===== config.mk =====
export PLATFORM = sky130hd
export DESIGN_NAME = block_stream_emitter_flat
export DESIGN_NICKNAME = d
export VERILOG_FILES = /design/src/rtl/block_stream_emitter_if.sv /design/src/rtl/block_stream_emitter.sv /design/src/flat_wrapper.sv
export SDC_FILE = /design/constraint.sdc
export NUM_CORES = 1
export LEC_CHECK = 0
export ABC_AREA = 1
export BUFFER_PORTS_ARGS = -buffer_cell sky130_fd_sc_hd__buf_2
export CAP_MARGIN = 20
export CORE_ASPECT_RATIO = 1.2
export CORE_MARGIN = 2
export CORE_UTILIZATION = 45
export CTS_BUF_LIST = sky130_fd_sc_hd__clkbuf_4 sky130_fd_sc_hd__clkbuf_8
export DETAILED_ROUTE_END_ITERATION = 12
export GPL_TIMING_DRIVEN = 1
export HOLD_SLACK_MARGIN = 0.03
export PLACE_DENSITY = 0.78
export REMOVE_ABC_BUFFERS = 1
export SLEW_MARGIN = 15
export SYNTH_ARGS = -nofsm -noshare
export SYNTH_HDL_FRONTEND = slang
export SYNTH_SLANG_ARGS = --single-unit
export TNS_END_PERCENT = 20

===== constraint.sdc =====
create_clock -name clk -period 2.4 [get_ports clk]
set_input_delay 0.24 -clock clk [delete_from_list [all_inputs] [get_ports clk]]
set_output_delay 0.24 -clock clk [all_outputs]
set_load 0.005 [all_outputs]

===== src/rtl/block_stream_emitter_if.sv =====
// Command and character-link signals of block_stream_emitter.
// The master side issues token commands; the slave side (the emitter) produces characters.
interface block_stream_emitter_if #(
  parameter int DEPTH_W = 8
);
  logic               cmd_valid;
  logic               cmd_ready;
  logic [1:0]         cmd_op;
  logic [3:0]         cmd_len;
  logic               cmd_upper;
  logic [7:0]         out_char;
  logic               out_valid;
  logic [DEPTH_W-1:0] depth;
  logic               balanced;
  logic               err;

  modport master (
    output cmd_valid, cmd_op, cmd_len, cmd_upper,
    input  cmd_ready, out_char, out_valid, depth, balanced, err
  );

  modport slave (
    input  cmd_valid, cmd_op, cmd_len, cmd_upper,
    output cmd_ready, out_char, out_valid, depth, balanced, err
  );
endinterface


===== src/rtl/block_stream_emitter.sv =====
// Serialises BEGIN/END/WORD tokens to ASCII (one char per cycle, space-separated) and tracks nesting depth.
// Optional BLOCK_EMITTER_UPPER_EN: honour cmd_upper for uppercase keywords.
//
// state   | meaning
// IDLE    | nothing on the link, ready for a command
// CHAR    | emitting token body character idx_q
// SEP     | emitting the trailing space, ready for the next command
module block_stream_emitter #(
  parameter int          DEPTH_W = 8,
  parameter logic [7:0]  WORD_CH = 8'h78
) (
  input logic                   clk,
  input logic                   reset,
  block_stream_emitter_if.slave bus
);
  typedef enum logic [1:0] {ST_IDLE, ST_CHAR, ST_SEP} state_t;

  localparam logic [1:0]         OP_BEGIN  = 2'b00;
  localparam logic [1:0]         OP_END    = 2'b01;
  localparam logic [1:0]         OP_NOP    = 2'b11;
  localparam logic [DEPTH_W-1:0] DEPTH_MAX = '1;

  state_t             state_q, state_d;
  logic [1:0]         op_q, op_d;
  logic [3:0]         len_q, len_d;
  logic               upper_q, upper_d;
  logic [3:0]         idx_q, idx_d;
  logic [7:0]         char_q, char_d;
  logic               valid_q, valid_d;
  logic [DEPTH_W-1:0] depth_q, depth_d;
  logic               err_q, err_d;
  logic               cmd_ready;
  logic               accept;
  logic               upper_in;
  logic [3:0]         last_idx;

`ifdef BLOCK_EMITTER_UPPER_EN
  assign upper_in = bus.cmd_upper;
`else
  assign upper_in = 1'b0;
`endif

  function automatic logic [7:0] body_char(input logic [1:0] op, input logic [3:0] idx,
                                           input logic up);
    logic [7:0] ch;
    ch = WORD_CH;
    if (op == OP_BEGIN) begin
      case (idx)
        4'd0:    ch = 8'h62;
        4'd1:    ch = 8'h65;
        4'd2:    ch = 8'h67;
        4'd3:    ch = 8'h69;
        default: ch = 8'h6e;
      endcase
    end else if (op == OP_END) begin
      case (idx)
        4'd0:    ch = 8'h65;
        4'd1:    ch = 8'h6e;
        default: ch = 8'h64;
      endcase
    end
    // Keyword letters only; WORD filler is never case-folded.
    if (up && (op == OP_BEGIN || op == OP_END)) ch = ch - 8'h20;
    return ch;
  endfunction

  assign cmd_ready = (state_q == ST_IDLE) || (state_q == ST_SEP);
  assign accept    = bus.cmd_valid && cmd_ready;

  always_comb begin
    last_idx = 4'd0;
    case (op_q)
      OP_BEGIN: last_idx = 4'd4;
      OP_END:   last_idx = 4'd2;
      default:  last_idx = (len_q == 4'd0) ? 4'd0 : len_q - 4'd1;
    endcase
  end

  always_ff @(posedge clk or negedge reset) begin
    if (!reset) begin
      state_q <= ST_IDLE;
      op_q    <= OP_NOP;
      len_q   <= '0;
      upper_q <= 1'b0;
      idx_q   <= '0;
      char_q  <= '0;
      valid_q <= 1'b0;
      depth_q <= '0;
      err_q   <= 1'b0;
    end else begin
      state_q <= state_d;
      op_q    <= op_d;
      len_q   <= len_d;
      upper_q <= upper_d;
      idx_q   <= idx_d;
      char_q  <= char_d;
      valid_q <= valid_d;
      depth_q <= depth_d;
      err_q   <= err_d;
    end
  end

  always_comb begin
    state_d = state_q;
    op_d    = op_q;
    len_d   = len_q;
    upper_d = upper_q;
    idx_d   = idx_q;
    char_d  = char_q;
    valid_d = valid_q;
    depth_d = depth_q;
    err_d   = err_q;
    case (state_q)
      ST_CHAR: begin
        if (idx_q == last_idx) begin
          state_d = ST_SEP;
          char_d  = 8'h20;
          if (op_q == OP_BEGIN) begin
            if (depth_q == DEPTH_MAX) err_d = 1'b1;
            else depth_d = depth_q + 1'b1;
          end else if (op_q == OP_END) begin
            if (depth_q == '0) err_d = 1'b1;
            else depth_d = depth_q - 1'b1;
          end
        end else begin
          idx_d  = idx_q + 4'd1;
          char_d = body_char(op_q, idx_q + 4'd1, upper_q);
        end
      end
      default: begin
        if (accept) begin
          op_d    = bus.cmd_op;
          len_d   = bus.cmd_len;
          upper_d = upper_in;
          idx_d   = '0;
          if (bus.cmd_op == OP_NOP) begin
            state_d = ST_IDLE;
            valid_d = 1'b0;
            char_d  = 8'h00;
          end else begin
            state_d = ST_CHAR;
            valid_d = 1'b1;
            char_d  = body_char(bus.cmd_op, 4'd0, upper_in);
          end
        end else begin
          state_d = ST_IDLE;
          valid_d = 1'b0;
          char_d  = 8'h00;
        end
      end
    endcase
  end

  assign bus.cmd_ready = cmd_ready;
  assign bus.out_char  = char_q;
  assign bus.out_valid = valid_q;
  assign bus.depth     = depth_q;
  assign bus.err       = err_q;
  assign bus.balanced  = (depth_q == '0) && !err_q;
endmodule


===== src/flat_wrapper.sv =====
// flat-port wrapper written by rule: the top's interface ports become plain ports
module block_stream_emitter_flat 
#(
  parameter int          DEPTH_W = 8,
  parameter logic [7:0]  WORD_CH = 8'h78
)
  (clk, reset, bus_cmd_valid, bus_cmd_op, bus_cmd_len, bus_cmd_upper, bus_cmd_ready, bus_out_char, bus_out_valid, bus_depth, bus_balanced, bus_err);
  block_stream_emitter_if #(.DEPTH_W(DEPTH_W)) bus_i ();
  input logic clk;
  input logic reset;
  input wire logic [$bits(bus_i.cmd_valid)-1:0] bus_cmd_valid;
  input wire logic [$bits(bus_i.cmd_op)-1:0] bus_cmd_op;
  input wire logic [$bits(bus_i.cmd_len)-1:0] bus_cmd_len;
  input wire logic [$bits(bus_i.cmd_upper)-1:0] bus_cmd_upper;
  output wire logic [$bits(bus_i.cmd_ready)-1:0] bus_cmd_ready;
  output wire logic [$bits(bus_i.out_char)-1:0] bus_out_char;
  output wire logic [$bits(bus_i.out_valid)-1:0] bus_out_valid;
  output wire logic [$bits(bus_i.depth)-1:0] bus_depth;
  output wire logic [$bits(bus_i.balanced)-1:0] bus_balanced;
  output wire logic [$bits(bus_i.err)-1:0] bus_err;
  assign bus_i.cmd_valid = bus_cmd_valid;
  assign bus_i.cmd_op = bus_cmd_op;
  assign bus_i.cmd_len = bus_cmd_len;
  assign bus_i.cmd_upper = bus_cmd_upper;
  assign bus_cmd_ready = bus_i.cmd_ready;
  assign bus_out_char = bus_i.out_char;
  assign bus_out_valid = bus_i.out_valid;
  assign bus_depth = bus_i.depth;
  assign bus_balanced = bus_i.balanced;
  assign bus_err = bus_i.err;
  block_stream_emitter #(.DEPTH_W(DEPTH_W), .WORD_CH(WORD_CH)) u_core (.clk(clk), .reset(reset), .bus(bus_i));
endmodule

Yosys cells after proc, flatten, opt, wreduce, memory -nomap -nowiden
Cells that the tools add are included.
{ "word_totals": {"ff_bits": 30, "in_bits": 10, "elab_cells": 74, "out_inout_bits": 20} }
{ "op_classes": {"n_eq_ne": 15, "n_addsub": 4, "n_bitwise": 1, "reduce_logical": 17, "n_mux": 29} }
{ "op_table": {"columns": ["op", "n"], "rows": [
  ["2-to-1 mux 8 bit", 11],
  ["2-to-1 mux 4 bit", 4],
  ["case mux 4 bit (2 select lines)", 2],
  ["case mux 4 bit (4 select lines)", 1],
  ["AND reduction 5 bit", 2],
  ["adder 8 x 1 -> 8 bit (second input constant)", 1],
  ["== test 4 x 2 -> 1 bit (second input constant)", 2],
  ["== test 8 bit (second input constant)", 1],
  ["logical NOT 4 bit", 2],
  ["logical NOT 8 bit", 1],
  ["2-to-1 mux 1 bit", 8],
  ["subtractor 8 x 1 -> 8 bit (second input constant)", 1],
  ["== test 2 x 1 -> 1 bit (second input constant)", 3],
  ["logical NOT 2 bit", 3],
  ["!= test 2 bit (second input constant)", 3],
  ["nonzero test 2 bit", 3],
  ["2-to-1 mux 5 bit", 1],
  ["adder 4 x 1 -> 4 bit (second input constant)", 1],
  ["== test 2 bit (second input constant)", 2],
  ["== test 4 x 1 -> 1 bit (second input constant)", 1],
  ["== test 4 bit", 1],
  ["2-to-1 mux 2 bit", 2],
  ["!= test 2 x 1 -> 1 bit (second input constant)", 2],
  ["AND reduction 2 bit", 2],
  ["5 further kinds", 6]
]} }

Depth between registers and ports, before layout
Gate-level depths: netlist (run 1).
{ "depth": {"word_depth": 7, "depth_mapped": 13, "ltp_nobuf": 13} }

Worst setup path before layout (run 1)
OpenSTA, ideal clock, no wires.
{ "synth_timing": {"path_kind": "register to register", "start": "register u_core.op_q[1]", "end": "register u_core.depth_q[5] (netlist: u_core.bus.depth[5])", "n_path_buf": 0, "slack_ns": 0.581, "setup_ns": 0.066, "path_stages_with_launch": 10, "synth_period_minus_slack_ns": 1.819, "arrival_ns": 1.753, "required_ns": 2.334, "cell_sequence": "dfstp_2 > inv_2 > nand2_2 > ha_1 > a21oi_1 > nand2_1 > a31oi_1 > xnor2_1 > nand3_1 > nand2_1"} }
{ "synth_between": {"elab_chain_len": 4, "elab_cells_between_ends": 9, "cone_classes": "eq/ne: 4; mux: 2; reduce/logical: 3"} }
{ "synth_lines": {"columns": ["item", "line_no", "rtl"], "rows": [
  ["start: declaration", "block_stream_emitter.sv:24", "logic [1:0] op_q, op_d;"],
  ["start signal: assignment", "block_stream_emitter.sv:92", "op_q <= op_d;"],
  ["== test 2 x 1 -> 1 bit / logical NOT 2 bit (equally long branches)", "block_stream_emitter.sv:72, block_stream_emitter.sv:121, block_stream_emitter.sv:118", null],
  ["case mux 4 bit (2 select lines)", "block_stream_emitter.sv:72", "case (op_q)"],
  ["== test 4 bit", "block_stream_emitter.sv:115", "if (idx_q == last_idx) begin"],
  ["AND reduction 5 bit (no line)", null, null],
  ["end signal: assignment", "block_stream_emitter.sv:98", "depth_q <= depth_d;"],
  ["end: declaration", "block_stream_emitter.sv:30", "logic [DEPTH_W-1:0] depth_q, depth_d;"]
]} }
Several ways; a longest one is shown, not always the timed one.
A chain may end at the register's enable or synchronous reset.

Final worst setup path (run 1)
{ "layout_timing": {"start": "register u_core.op_q[1]", "end": "register u_core.depth_q[4] (netlist: u_core.bus.depth[4])"} }
Same word-level chain as after synthesis.

==> results of run 1 <==
==> cells in the final DEF, fill, tap and decap left out, types with 5 or more instances in the layout <==
cell type                  Yosys  final
sky130_fd_sc_hd__clkbuf_8      0      6
sky130_fd_sc_hd__inv_1        23     23
sky130_fd_sc_hd__a21oi_1       8      8
sky130_fd_sc_hd__nand2_1      83     83
sky130_fd_sc_hd__nand3_1      27     27
sky130_fd_sc_hd__o21ai_0       5      5
sky130_fd_sc_hd__buf_2         0     27
sky130_fd_sc_hd__nor2_1       20     20
sky130_fd_sc_hd__ha_1         11     11
sky130_fd_sc_hd__xor2_1        6      6
sky130_fd_sc_hd__dfrtp_1      27     27
==> cells by family after synthesis <==
family                   after synthesis  synth area share, %
AND/OR/NAND/NOR                      143                 33.9
flip-flops                            29                 40.0
buffers and inverters                 27                 5.77
AO/OA/AOI/OAI                         22                 7.07
adder cells (fa/ha/maj)               12                 8.65
XOR/XNOR                               8                 3.85
other                                  1                0.206
multiplexers                           1                0.618
==> stage by stage <==
| step | util (%) | instances | area [sq um] | hold WS [ps] | setup slack, ps |
|---|---|---|---|---|---|
| 6_report | 54.8 | 331 | 2140 | 186 | 306 |
| 5_1_grt | 54.8 | 331 | 2140 | 177 | 94.5 |
| 4_1_cts | 54.8 | 331 | 2140 | 174 | 287 |
| 3_5_place_dp | 51.5 | 322 | 2010 | 305 | 305 |
| 3_3_place_gp | 51.5 | 322 | 2010 | 305 | 360 |
| 2_1_floorplan | - | 241 | 1810 | -55.6 | 581 |
==> power by group through the flow <==
stage	clock network [uW]	registers [uW]	logic (uW)
after global routing	566	979	2220
after floorplan	0	914	1430
after CTS	549	939	1900
after detailed placement	0	947	1880
after global placement	0	940	1820
final	536	942	1890
==> timing repair <==
action / CTS / global route
hold buffers: 1 / 0
gates resized for setup: 0 / 0
endpoints found under the hold margin: 27 / 0
==> cell type report <==
class	instances	area, sq um	share of cell area, %
clock buffer	7	90.1	4.20
clock inverter	1	30.0	1.40
inverter	25	93.8	4.38
multi-input combinational	187	988	46.1
sequential	29	728	34.0
tap	54	67.6	3.15
timing repair buffer	28	145	6.77
==> flip-flops by register name, indices dropped and copies added, names as in the netlist <==
| signal | cells |
|---|---|
| u_core.idx_q | 4 |
| u_core.op_q | 2 |
| u_core.state_q | 2 |
| u_core.len_q | 4 |
| u_core.bus.depth | 8 |
| u_core.bus.err | 1 |
| u_core.bus.out_valid | 1 |
| u_core.bus.out_char | 7 |
==> worst paths after layout <==
path | from | end | cells after the start
min in group asynchronous | reset | u_core.bus.depth[1] | 2
max reg2reg | u_core.op_q[1] | u_core.bus.depth[4] | 9
min reg2reg | u_core.bus.out_valid | u_core.bus.out_valid | 2
min | bus_cmd_len[0] | u_core.len_q[0] | 2
max | u_core.op_q[1] | u_core.bus.depth[4] | 9
max in group asynchronous | reset | u_core.state_q[1] | 2
==> metal layers <==
layer / wire length [microns] / global-route usage, %
met5: 0 / 0
met3: 154 / 5.28
met1: 1750 / 23.8
met4: 47 / 6.38
met2: 1960 / 33.6
==> impl_results.rst, run 1 <==
.. list-table::
   :header-rows: 1

   * - Metric
     - Value
   * - Antenna Cells
     - 0
   * - Data arrival, critical path
     - 2310 ps
   * - Average detailed-routed wire length per instance
     - 11.8 microns
   * - Fraction of power consumed by the clock network
     - 15.9%
   * - Setup clock skew after layout
     - 4.23 ps
   * - Initial DRT Pass Iterations
     - 5
   * - Filler cells
     - 363
   * - Number of vias after detailed routing
     - 1653
   * - CP required
     - 2620 ps
   * - Initial Util
     - 46.6%
   * - Accumulated negative setup slack
     - 0 ps
   * - Fraction of the yosys area taken by sequential cells
     - 40.0%
   * - Fraction of registers with async set or reset after synthesis
     - 100%
   * - Via density
     - 4.99
   * - Most frequent CP cell
     - sky130_fd_sc_hd__nand2_1
   * - Number of synthesized register bits
     - 29
   * - Cell at the root of the clock tree
     - sky130_fd_sc_hd__clkbuf_8
   * - Layout Nets
     - 298
   * - Layout overhead on the synthesized area
     - 17.7%
   * - Estimated wirelength of the detail-placed design
     - 2.88 mm
   * - Critical path's slowest cell
     - sky130_fd_sc_hd__dfstp_2
   * - Endpoints failing hold
     - 0
   * - Global route total overflow
     - 0
   * - Global router's overall resource usage
     - 19.8%
   * - Die X-Extent
     - 62.1 microns
   * - Total count of max-transition violations in the final report
     - 0
   * - Total power consumption of the routed design
     - 3370 uW
   * - Hold/Removal Path Class
     - input pin to register
   * - Worst slew slack as a fraction of its limit
     - 54.7%
   * - Distinct cell type count after synthesis
     - 29
   * - Share of post-route cells with drive strength above 1
     - 16.6%
   * - Placeable core region
     - 3910 sq um
   * - Count of clock tree sinks
     - 29
   * - Proportion of netlist area held by the largest area contributor
     - 37.1%
   * - Max Fclk
     - 0.478 GHz
   * - PwrDens
     - 1570 nW/um^2
   * - R2R Setup Slk
     - 310 ps
   * - Total of max-cap violations
     - 0
   * - Count of routing violations after the opening detailed-route iteration
     - 84
   * - Top cells by count, synth
     - 83 x sky130_fd_sc_hd__nand2_1, 27 x sky130_fd_sc_hd__dfrtp_1, 27 x sky130_fd_sc_hd__nand3_1
   * - Routed wire length
     - 3.92 mm
   * - Number of ports placed on the die boundary
     - 30
   * - Post-synthesis cell type with the largest combined area
     - sky130_fd_sc_hd__dfrtp_1
   * - Final critical-path required period
     - 2090 ps
   * - Worst IR drop on VDD
     - 706 uV
   * - Antenna violations before repair
     - 0
   * - Static leakage
     - 0.00121 uW
   * - Largest buffer count on any clock path
     - 2
   * - Switch share
     - 46.9%
   * - Most frequently used flop master after synthesis
     - sky130_fd_sc_hd__dfrtp_1
   * - Cell types occupying the most area after synthesis
     - sky130_fd_sc_hd__dfrtp_1 37%, sky130_fd_sc_hd__nand2_1 17%, sky130_fd_sc_hd__ha_1 7.6%
   * - Tcrit/Tclk final
     - 87.2%
   * - Count of synthesis-stage warnings from yosys
     - 0
   * - Mean instance size in the synthesized netlist
     - 7.50 sq um
   * - Fraction of power consumed by combinational cells
     - 56.2%
   * - Cell family with most CP delay
     - flip-flops
   * - Critical path, cell by cell
     - inv_2, nand2_2, ha_1, nand2_1, nand2_1, a31oi_1, xor2_1, nand3_1, nand2_1
   * - Most frequently used cell type in the post-synthesis netlist
     - sky130_fd_sc_hd__nand2_1
   * - Transition at the pin with the smallest max-transition slack
     - 676 ps
   * - H-tree levels
     - 2
   * - Crit path kind
     - register to register
   * - Clock tree from TritonCTS
     - built
   * - Largest net degree at the start of global routing
     - 30
   * - Overall die height
     - 73.7 microns
   * - Count of antenna-violating nets left after detailed routing
     - 0
   * - Launching element type of the critical path
     - register
   * - Largest fanout on the critical path
     - 11
   * - Number of global-route vias before repair
     - 1532
   * - Count of standard-cell rows
     - 25
   * - Unrepaired setup endpoints after global routing
     - false
   * - Wire length of the first global-routing pass
     - 6.69 mm
   * - Final setup violation count
     - 0
   * - Latest clock arrival within the worst-skew pair
     - 280 ps
   * - Run status
     - completed
   * - Post-CTS setup-driven buffer insertion count
     - 0
   * - TritonCTS Buffers
     - 5
   * - Cell Area, Synth
     - 1820 sq um
   * - CTS clk-pin slew, worst paths
     - 60 ps
   * - Share of power burned in registers
     - 27.9%
   * - Worst stage delay on the critical path
     - 610 ps
   * - Endpoint type of the worst setup path
     - register
   * - Post-Syn Instances
     - 243
   * - Internal power contribution
     - 1790 uW
   * - Number of buffers and inverters on the critical path
     - 1
   * - Final estimated routing congestion in global placement
     - 0.908
   * - Switching power
     - 1580 uW
   * - Total DRC errors in the routed layout
     - 0
   * - EDFF count, synth
     - 0
   * - Number of buffers added on ports
     - 27
   * - Total die area
     - 4580 sq um
Note: power is estimated with default switching activity, not from simulation.
==> run 2: changes to the inputs <==
- RECOVER_POWER: not set -> 50
==> run 2 against run 1 <==
Compared with the run above: the run now ends with max-capacitance violations, max-slew violations left; worst setup slack got worse by 0.78 ps; register-to-register slack about the same; clock skew about the same; count of clock-buffer cells in the layout unchanged; core utilization decreased by 0.32 points; via count decreased by 0.54%; highest routed layer unchanged.
==> impl_results.rst, run 2 (same netlist as run 1, synthesis figures left out) <==
.. list-table::
   :header-rows: 1

   * - Metric
     - Value
   * - Run status
     - finished, violations left (was completed)
   * - Violated checks
     - max-capacitance violations, max-slew violations
   * - Tcrit/Tclk final
     - 87.3% (was 87.2%)
   * - Share of post-route cells with drive strength above 1
     - 13.0% (was 16.6%)
   * - Estimated wirelength of the detail-placed design
     - 2.88 mm (unchanged)
   * - Data arrival, critical path
     - 2310 ps (about the same)
   * - Antenna Cells
     - 0 (unchanged)
   * - Layout overhead on the synthesized area
     - 17.0% (was 17.7%)
   * - Antenna violations before repair
     - 0 (unchanged)
   * - Endpoint type of the worst setup path
     - register (unchanged)
   * - Placeable core region
     - 3910 sq um (unchanged)
   * - Post-CTS setup-driven buffer insertion count
     - 0 (unchanged)
   * - Total power consumption of the routed design
     - 3360 uW (was 3370 uW)
   * - TritonCTS Buffers
     - 5 (unchanged)
   * - Wire length of the first global-routing pass
     - 6.69 mm (unchanged)
   * - Number of vias after detailed routing
     - 1644 (was 1653)
   * - Largest fanout on the critical path
     - 11 (unchanged)
   * - Commonest non-fill, non-tap cell in the layout
     - sky130_fd_sc_hd__nand2_1 (unchanged)
   * - Cell at the root of the clock tree
     - sky130_fd_sc_hd__clkbuf_8 (unchanged)
   * - Cell family with most CP delay
     - flip-flops (unchanged)
   * - Endpoints failing hold
     - 0 (unchanged)
   * - Setup clock skew after layout
     - 4.53 ps (was 4.23 ps)
   * - Global route total overflow
     - 0 (unchanged)
   * - Final estimated routing congestion in global placement
     - 0.908 (unchanged)
   * - Final critical-path required period
     - 2090 ps (about the same)
   * - Die X-Extent
     - 62.1 microns (unchanged)
   * - Global router's overall resource usage
     - 19.8% (unchanged)
   * - Largest buffer count on any clock path
     - 2 (unchanged)
   * - Count of clock tree sinks
     - 29 (unchanged)
   * - Initial DRT Pass Iterations
     - 4 (was 5)
   * - Worst IR drop on VDD
     - 706 uV (about the same)
   * - PwrDens
     - 1570 nW/um^2 (about the same)
   * - Initial Util
     - 46.6% (unchanged)
   * - Unrepaired setup endpoints after global routing
     - false (unchanged)
   * - Commonest cells after routing, fill and taps aside
     - 83 x sky130_fd_sc_hd__nand2_1, 27 x sky130_fd_sc_hd__nand3_1, 27 x sky130_fd_sc_hd__dfrtp_1 (was 83 x sky130_fd_sc_hd__nand2_1, 27 x sky130_fd_sc_hd__nand3_1, 27 x sky130_fd_sc_hd__buf_2, 27 x sky130_fd_sc_hd__dfrtp_1, 23 x sky130_fd_sc_hd__inv_1)
   * - Number of buffers added on ports
     - 27 (unchanged)
   * - Critical path, cell by cell
     - inv_2, nand2_2, ha_1, nand2_1, nand2_1, a31oi_1, xor2_1, nand3_1, nand2_1 (unchanged)
   * - Worst stage delay on the critical path
     - 610 ps (about the same)
   * - Number of cells in the finished layout apart from fillers
     - 331 (unchanged)
   * - Static leakage
     - 0.00118 uW (was 0.00121 uW)
   * - Max Fclk
     - 0.477 GHz (was 0.478 GHz)
   * - Critical path's slowest cell
     - sky130_fd_sc_hd__dfstp_2 (unchanged)
   * - H-tree levels
     - 2 (unchanged)
   * - Number of global-route vias before repair
     - 1532 (unchanged)
   * - Layout Nets
     - 298 (unchanged)
   * - Hold/Removal Path Class
     - input pin to register (unchanged)
   * - Count of antenna-violating nets left after detailed routing
     - 0 (unchanged)
   * - Launching element type of the critical path
     - register (unchanged)
   * - Number of ports placed on the die boundary
     - 30 (unchanged)
   * - Latest clock arrival within the worst-skew pair
     - 280 ps (about the same)
   * - CP required
     - 2620 ps (about the same)
   * - Total die area
     - 4580 sq um (unchanged)
   * - Max FFs per register
     - 8 (unchanged)
   * - Total DRC errors in the routed layout
     - 0 (unchanged)
   * - Total count of max-transition violations in the final report
     - 30 (was 0)
   * - Transition at the pin with the smallest max-transition slack
     - 1580 ps (was 676 ps)
   * - Count of routing violations after the opening detailed-route iteration
     - 81 (was 84)
   * - Accumulated negative setup slack
     - 0 ps (unchanged)
   * - Average detailed-routed wire length per instance
     - 11.8 microns (about the same)
   * - Count of standard-cell rows
     - 25 (unchanged)
   * - Most frequent CP cell
     - sky130_fd_sc_hd__nand2_1 (unchanged)
   * - Total of max-cap violations
     - 1 (was 0)
   * - Via density
     - 4.97 (was 4.99)
   * - Worst slew slack as a fraction of its limit
     - -5.50% (was 54.7%)
   * - Largest net degree at the start of global routing
     - 30 (unchanged)
   * - Cell total after placement
     - 322 (unchanged)
   * - Routed wire length
     - 3.92 mm (about the same)
   * - Clock tree from TritonCTS
     - built (unchanged)
   * - Overall die height
     - 73.7 microns (unchanged)
   * - CTS clk-pin slew, worst paths
     - 60 ps (about the same)
   * - Crit path kind
     - register to register (unchanged)
   * - Final setup violation count
     - 0 (unchanged)
   * - Finished Core Util
     - 54.5% (was 54.8%)
   * - Number of buffers and inverters on the critical path
     - 1 (unchanged)
## run 2: changes by cell type in the layout (fill, tap and decap cells not counted), sizes merged
cell	previous run	this run
buf	27	18
clkbuf	7	16
## run 2: path summary, 6_finish.rpt
kind | cells after the start | start | endpoint | slack (ps)
max | 9 | u_core.op_q[1] | u_core.bus.depth[4] | 310
min | 2 | bus_cmd_len[0] | u_core.len_q[0] | 190
max reg2reg | 9 | u_core.op_q[1] | u_core.bus.depth[4] | 310
min reg2reg | 2 | u_core.bus.out_valid | u_core.bus.out_valid | 490
max in group asynchronous | 2 | reset | u_core.state_q[1] | 590
min in group asynchronous | 2 | reset | u_core.bus.depth[1] | 880
## run 2: through the flow
step	area [sq um]	setup WS (ps)	hold WS, ps
3_5_place_dp	2010	305	305
4_1_cts	2140	287	174
5_1_grt	2130	94.5	177
6_report	2130	305	186
3_3_place_gp	2010	360	305
2_1_floorplan	1810	581	-55.6
## run 2: area by class of cell
cell class / count / area (sq um)
clock buffer: 7 / 90.1
clock inverter: 1 / 30.0
fill: 372 / 1780
inverter: 25 / 93.8
multi-input combinational: 187 / 988
sequential: 29 / 728
tap: 54 / 67.6
timing repair buffer: 28 / 133
## run 2: where the power goes
| part | total, uW | internal (uW) | switching, uW |
|---|---|---|---|
| Combinational | 1880 | 700 | 1180 |
| Clock | 535 | 349 | 185 |
| Sequential | 944 | 726 | 218 |
## run 2: metal layers
layer | GRT usage [%] | up-vias | part of all wire [%] | routed length [microns]
met1 | 23.8 | 757 | 45 | 1760
met5 | 0 | - | 0 | 0
met2 | 33.6 | 33 | 50 | 1960
met3 | 5.28 | 5 | 3.8 | 147
li1 | - | 849 | - | -
met4 | 6.38 | 0 | 1.2 | 47
## run 2: worst register-to-register path: stages (launching register included)
cell                      delay [ps]
sky130_fd_sc_hd__dfstp_2         610
sky130_fd_sc_hd__inv_2           100
sky130_fd_sc_hd__nand2_2         220
sky130_fd_sc_hd__ha_1            350
sky130_fd_sc_hd__nand2_1         100
sky130_fd_sc_hd__nand2_1          70
sky130_fd_sc_hd__a31oi_1         210
sky130_fd_sc_hd__xor2_1          180
sky130_fd_sc_hd__nand3_1          90
sky130_fd_sc_hd__nand2_1         100
## run 2: timing repair
item / CTS / global route
hold buffers: 1 / 0
resized for setup: 0 / 0
endpoints found under the setup margin: 0 / 0
endpoints found under the hold margin: 27 / 0
